--- src/rtl/sdio_cis_arbiter.sv ---
// Round-robin share of the single-port CIS ROM among NUM_REQ CMD52 readers, with window check and base translation.
// In-window read acks 3 cycles after grant (4 per read); out-of-window acks after 1; requesters hold i_req until ack.
module sdio_cis_arbiter #(
    parameter int          NUM_REQ  = 2,
    parameter logic [17:0] CIS_BASE = 18'h01000,
    parameter int          CIS_SIZE = 256
) (
    input  logic                  clk,
    input  logic                  rst,
    input  logic [NUM_REQ-1:0]    i_req,
    input  logic [NUM_REQ*18-1:0] i_addr,
    output logic [NUM_REQ-1:0]    o_ack,
    output logic                  o_err,
    output logic [7:0]            o_data,
    output logic                  o_busy,
    output logic                  o_cis_activate,
    output logic                  o_cis_data_stb,
    output logic [17:0]           o_cis_address,
    input  logic [7:0]            i_cis_data
);
    localparam int          IW     = (NUM_REQ > 1) ? $clog2(NUM_REQ) : 1;
    localparam logic [18:0] WIN_LO = {1'b0, CIS_BASE};
    localparam logic [18:0] WIN_HI = WIN_LO + 19'(CIS_SIZE);

    typedef enum logic [1:0] {
        S_IDLE,
        S_ISSUE,
        S_WAIT,
        S_RESPOND
    } state_t;

    state_t          state_q, state_d;
    logic [IW-1:0]   gnt_q, gnt_d;
    logic [IW-1:0]   last_q, last_d;
    logic [17:0]     addr_q, addr_d;
    logic [7:0]      data_q, data_d;
    logic            err_q, err_d;

    logic            pick_vld;
    logic [IW-1:0]   pick_idx;
    logic [17:0]     pick_addr;
    logic            pick_in_win;

    // Walk downwards so the requester closest after last_q is the final (winning) assignment.
    always_comb begin
        int k;
        k        = 0;
        pick_vld = 1'b0;
        pick_idx = '0;
        for (int i = NUM_REQ; i >= 1; i--) begin
            k = (int'(last_q) + i) % NUM_REQ;
            if (i_req[IW'(k)]) begin
                pick_vld = 1'b1;
                pick_idx = IW'(k);
            end
        end
    end

    assign pick_addr   = i_addr[int'(pick_idx)*18 +: 18];
    assign pick_in_win = ({1'b0, pick_addr} >= WIN_LO) && ({1'b0, pick_addr} < WIN_HI);

    always_comb begin
        state_d        = state_q;
        gnt_d          = gnt_q;
        last_d         = last_q;
        addr_d         = addr_q;
        data_d         = data_q;
        err_d          = err_q;
        o_busy         = (state_q != S_IDLE);
        o_cis_activate = 1'b0;
        o_cis_data_stb = 1'b0;
        o_cis_address  = '0;
        o_ack          = '0;
        o_data         = '0;
        o_err          = 1'b0;
        case (state_q)
            S_IDLE: begin
                if (pick_vld) begin
                    gnt_d  = pick_idx;
                    last_d = pick_idx;
                    addr_d = pick_addr;
                    if (pick_in_win) begin
                        err_d   = 1'b0;
                        state_d = S_ISSUE;
                    end else begin
                        err_d   = 1'b1;
                        data_d  = 8'h00;
                        state_d = S_RESPOND;
                    end
                end
            end
            S_ISSUE: begin
                o_cis_activate = 1'b1;
                o_cis_data_stb = 1'b1;
                o_cis_address  = addr_q - CIS_BASE;
                state_d        = S_WAIT;
            end
            S_WAIT: begin
                data_d  = i_cis_data;
                state_d = S_RESPOND;
            end
            S_RESPOND: begin
                o_ack   = NUM_REQ'(1) << gnt_q;
                o_data  = data_q;
                o_err   = err_q;
                err_d   = 1'b0;
                state_d = S_IDLE;
            end
            default: state_d = S_IDLE;
        endcase
    end

    always_ff @(posedge clk or negedge rst) begin
        if (!rst) begin
            state_q <= S_IDLE;
            gnt_q   <= '0;
            last_q  <= IW'(NUM_REQ - 1);
            addr_q  <= '0;
            data_q  <= '0;
            err_q   <= 1'b0;
        end else begin
            state_q <= state_d;
            gnt_q   <= gnt_d;
            last_q  <= last_d;
            addr_q  <= addr_d;
            data_q  <= data_d;
            err_q   <= err_d;
        end
    end
endmodule

--- config.mk ---
export PLATFORM = sky130hd
export DESIGN_NAME = sdio_cis_arbiter
export DESIGN_NICKNAME = d
export VERILOG_FILES = /design/src/rtl/sdio_cis_arbiter.sv
export SDC_FILE = /design/constraint.sdc
export NUM_CORES = 1
export LEC_CHECK = 0
export ABC_CLOCK_PERIOD_IN_PS = 1800
export BUFFER_PORTS_ARGS = -buffer_cell sky130_fd_sc_hd__buf_4
export CAP_MARGIN = 25
export CORE_MARGIN = 3
export CORE_UTILIZATION = 43
export CTS_CLUSTER_SIZE = 10
export DETAILED_ROUTE_END_ITERATION = 6
export HOLD_SLACK_MARGIN = 0.15
export PLACE_DENSITY = 0.77
export SETUP_SLACK_MARGIN = 0.02
export SLEW_MARGIN = 30
export SYNTH_ARGS = -nofsm -noshare
export SYNTH_HDL_FRONTEND = slang
export SYNTH_SLANG_ARGS = --single-unit
--- constraint.sdc ---
create_clock -name clk -period 1.8 [get_ports clk]
set_input_delay 0.18 -clock clk [delete_from_list [all_inputs] [get_ports clk]]
set_output_delay 0.18 -clock clk [all_outputs]
set_load 0.02 [all_outputs]
# ---- Yosys cells after proc, flatten, opt, wreduce, memory -nomap -nowiden
# Index checks and enable logic that the tools add are counted.
dict set report word_totals {
  regBits 31
  in_bits 48
  output_inout_bits 32
  elab_cells 51
}
dict set report classes {
  add_sub_neg 3
  n_mul 1
  n_lt_le_gt_ge 4
  eq_ne 5
  shifts 2
  mux 22
  n_reduce_logical 8
}
# cell count
set ops {}
lappend ops {{$shiftx A36 B7 Y18} 1}
lappend ops {{$mux W8} 3}
lappend ops {{$ge A18 B13 Y1 const B} 1}
lappend ops {{$lt A18 B13 Y1 const B} 1}
lappend ops {{$mux W18} 1}
lappend ops {{$sub A18 B13 Y18 const B} 1}
lappend ops {{$pmux W8 S2} 1}
lappend ops {{$mux W1} 12}
lappend ops {{$pmux W2 S4} 1}
lappend ops {{$lt A1 B3 Y1 const B} 2}
lappend ops {{$mux W2} 3}
lappend ops {{$reduce_bool A2 Y1} 3}
lappend ops {{$mul A1 B4 Y5 const B} 1}
lappend ops {{$eq A2 B2 Y1 const B} 2}
lappend ops {{$ne A2 B2 Y1 const B} 2}
lappend ops {{$reduce_and A2 Y1} 2}
lappend ops {{$reduce_and A3 Y1} 1}
lappend ops {{$add A1 B1 Y1 const B} 2}
lappend ops {{$eq A2 B1 Y1 const B} 1}
lappend ops {{$logic_not A2 Y1} 1}
lappend ops {{$pmux W1 S2} 1}
lappend ops {{$shl A1 B1 Y2 const A} 1}
lappend ops {{$logic_and A1 B1 Y1} 1}

# ---- Depth between registers and ports, before layout
dict set report logic_depth {
  depth_word 13
  mapped_depth 7
  depth_no_buf 5
}

# ---- Least setup slack after synthesis
# No wires, ideal clock.
dict set report synth_timing {
  path_kind {reg-to-reg}
  start {register state_q[0]}
  end {register gnt_q}
  setup_ns 0.078
  t_arrival_ns 1.454
  required_ns 1.722
  path_slack_ns 0.269
  stages_incl_launch_ff 8
  n_path_buf 2
  period_less_slack_ns 1.531
  path_cell_list {dfrtp_1 -> inv_1 -> ha_1 -> and2_1 -> clkbuf_1 -> buf_1 -> nor2_1 -> a21oi_1}
}
dict set report synth_via {
  elab_chain_len 2
}
# item line
set synth_rtl {}
lappend synth_rtl {{start, declared} 32} ;# state_t state_q, state_d;
lappend synth_rtl {{start signal, assigned} 122} ;# state_q <= state_d;
lappend synth_rtl {{$logic_not A2 Y1} 76} ;# case (state_q)
lappend synth_rtl {{$reduce_and A2 Y1 (no source line)} -}
lappend synth_rtl {{end signal, assigned} 123} ;# gnt_q <= gnt_d;
lappend synth_rtl {{end, declared} 33} ;# logic [IW-1:0] gnt_q, gnt_d;
# Every way passes these cells.
# A chain may end at the register's enable or synchronous reset.

# ---- Final worst setup path
dict set report layout_timing {
  start {register addr_q[12]}
  end {output port o_cis_address[16]}
}
dict set report layout_via {
  elab_chain_len 2
}
# item line
set layout_rtl {}
lappend layout_rtl {{start, declared} 35} ;# logic [17:0] addr_q, addr_d;
lappend layout_rtl {{start signal, assigned} 125} ;# addr_q <= addr_d;
lappend layout_rtl {{$sub A18 B13 Y18} 95} ;# o_cis_address = addr_q - CIS_BASE;
lappend layout_rtl {{$mux W18} 76}
lappend layout_rtl {{end, declared} 18} ;# output logic [17:0] o_cis_address,
# Every way passes these cells.

==> metrics.txt <==
Reg-to-Reg End=addr_q[15]; remaining design rule violation count=0; RSZ-0062 raised after global routing=true; via count of the routed design=1831; internal reg-to-reg setup slack=0.20 ns; instance count along the most critical hold path=3; via-per-instance ratio=5.26; worst path required time=1.62 ns; count of inserted antenna diode cells=0; dominant cells by area after synthesis=dfrtp_1 37%, and2_1 11%, mux2i_1 9.5%, a21oi_1 5.0%, nor2_1 4.7%; area of the die=5510 sq um; clock-pin slew on the worst setup and hold paths=0.07 ns; total grt overflow=0; antenna-violating nets left=0; average cell area after synthesis=9.40 sq um; most frequent cells after synthesis=34 x and2_1, 30 x dfrtp_1, 25 x nor2_1; endpoint of the worst hold-timing path=data_q[0]; largest area contributor in the synthesized netlist=dfrtp_1; synth unique cells=34; final setup skew=0.00433 ns; Core Rows=24; leading cell type by number of instances after synthesis=and2_1; main flop type after synthesis=dfrtp_1; worst path arrival time=1.59 ns; top achievable clock speed=0.566 GHz; flip-flop and latch count after synthesis=31; worst skew pair latency=0.28 ns; largest net degree at the start of global routing=36; Clk Tree Root Cell=clkbuf_8; final non-filler cell total=348; Least-Margin Pin Slew=0.394 ns; Avg WL per Cell=15.0 um; max-cap check violation count=0; worst setup slack after placement=0.164 ns; number of top-level pins=80; Max transition margin=0.738; worst reg-to-reg path cell count=6; post-route design area=2820 sq um; DP HPWL=3880 um; Syn Inst Count=213; async set or reset register ratio after synthesis=1.00; H-Tree Depth=2; Core Region=4410 sq um; CP startpoint kind=flop; count of yosys warnings during synthesis=0; Critical Path Fanout Max=4; Total Wirelength=5210 um; launch instance of the worst min-delay path=i_cis_data[0]; via count of the first global-routing pass=1773; number of enable-type register cells in the synthesized netlist=0; TritonCTS Sinks=31; Hold Path Class=in -> reg; NumNets Final=348; fraction of final layout cells sized beyond drive strength 1=0.365; portion of the clock cycle consumed by the worst path in the final layout=0.981; Post-DP Area=2670 sq um; first-pass GRT wire length=8270 um; number of DRC markers after the initial detailed-route iteration=110; critical path start-end classification=reg -> out; number of buffers added by the clock tree synthesis step=5; final worst path period need=1.77 ns; category of the worst setup path capture point=primary output; number of antenna violations at the first check in global routing=0; total of fill cells in the finished design=395; placer congestion estimate=0.795; maximum clock path buffer count=2; total setup violations reported at the end of the flow=0; end-of-flow core utilization=0.638; dpl cells=337; Peak supply drop=0.894 mV; I/O Buffers=78; Syn-to-layout area delta=40.6%; number of detailed-route iterations in the first pass=4; Slew Limit Fails=0; DIE WIDTH=74.3 um; sequential element share of the synthesized area=0.388; TritonCTS clock tree=built; area fraction of the dominant cell type after synthesis=0.375; source of the worst register-to-register timing path=state_q[0]; synthesized netlist net count=266; Final Hold Slack=0.157 ns; final setup margin=0.0342 ns; number of hold violations in the final report=0; vertical extent of the die=74.3 um; power density over the cells=1590 nW/um^2; leakage power summed over all cells=1.38 nW; Starting Density=0.454; Netlist Area Pre-Place=2000 sq um; result of the run=finished clean; total track usage=0.194
## layout by cell type (no fill, tap or decap), drive strengths merged
cell type / netlist / final
nand2b: 1 / 1
nor3b: 1 / 1
dfstp: 1 / 1
ha: 5 / 5
nand2: 9 / 9
o2111ai: 1 / 1
buf: 5 / 89
and2: 34 / 34
xnor2: 1 / 1
inv: 6 / 6
o21ai: 3 / 3
o22a: 1 / 1
nor2b: 4 / 4
a22oi: 7 / 7
a311o: 1 / 1
nand3: 1 / 1
and3: 1 / 1
nor4: 3 / 3
clkbuf: 10 / 8
nor3: 1 / 1
dfrtp: 30 / 30
a21oi: 20 / 20
dlygate4sd3: 0 / 1
nor4b: 1 / 1
nand4b: 1 / 1
xor2: 4 / 4
o211ai: 7 / 7
nand4: 9 / 9
a31oi: 1 / 1
nor2: 25 / 25
mux2i: 19 / 19
## where the power goes
part           switching [mW]  internal (mW)  total (mW)
Clock                   0.257          0.349       0.606
Sequential              0.262           1.06        1.32
Combinational            1.33           1.21        2.54
## worst max path at each step
| stage | cells past startpoint | slack (ns) | end | start |
|---|---|---|---|---|
| finish | 6 | 0.03 | o_cis_address[16] | addr_q[12] |
| global route | 6 | -0.04 | o_cis_address[16] | addr_q[12] |
| CTS | 6 | 0.03 | o_cis_address[16] | addr_q[12] |
| detailed placement | 5 | 0.16 | data_q[7] | i_addr[35] |
| global placement | 5 | 0.18 | data_q[7] | i_addr[35] |
| floorplan | 7 | 0.27 | gnt_q | state_q[0] |
## timing repair
action	4_1_cts	5_1_grt
hold buffers	1	0
gates resized for setup	1	5
pin swaps	0	3
hold endpoints to repair	31	0
endpoints found under the setup margin	1	3
setup buffers	0	2
## area by class of cell
class | count | area [sq um] | share of cell area
multi-input cells | 161 | 1150 | 0.410
clock buffers | 8 | 100 | 0.0355
well taps | 52 | 65.1 | 0.0231
flip-flops and latches | 31 | 777 | 0.276
inverters | 6 | 22.5 | 0.00800
repair buffers | 90 | 698 | 0.248
## stage by stage
stage	power, mW	TNS (ns)
2_1_floorplan	2.88	0
3_3_place_gp	3.73	0
3_5_place_dp	3.81	0
4_1_cts	4.44	0
5_1_grt	4.79	-0.0447
6_report	4.47	0
## flip-flops by register name, summed over array words and instances, names as in the netlist
name     flops
addr_q      18
data_q       8
err_q        1
gnt_q        1
last_q       1
state_q      2
## kinds of logic (layout without fill, tap and decap cells)
| kind of cell | count (synthesis) | in the layout | synth area share |
|---|---|---|---|
| and+or+nand+nor | 91 | 91 | 0.291 |
| AOI/OAI and AO/OA | 41 | 41 | 0.127 |
| DFF | 31 | 31 | 0.388 |
| buffers and inverters | 21 | 104 | 0.0456 |
| muxes | 19 | 19 | 0.0949 |
| adders and majority gates | 5 | 5 | 0.0312 |
| xor gates and xnor gates | 5 | 5 | 0.0219 |
## worst max-delay path, stage by stage, from the launching register on
cell and delay (ns):
dfrtp_1 0.42, inv_1 0.08, ha_2 0.17, nor3b_4 0.20, xor2_1 0.15, and2_1 0.17
buf_6 0.12
## metal layers
| layer | vias to the layer above | global-route usage | wire length (um) |
|---|---|---|---|
| met2 | 48 | 0.346 | 2800 |
| met5 | - | 0 | 0 |
| met1 | 874 | 0.237 | 2100 |
| met3 | 5 | 0.0378 | 263 |
| met4 | 0 | 0.0593 | 44 |
| li1 | 904 | - | - |
Power figures use the tool's default switching activity.
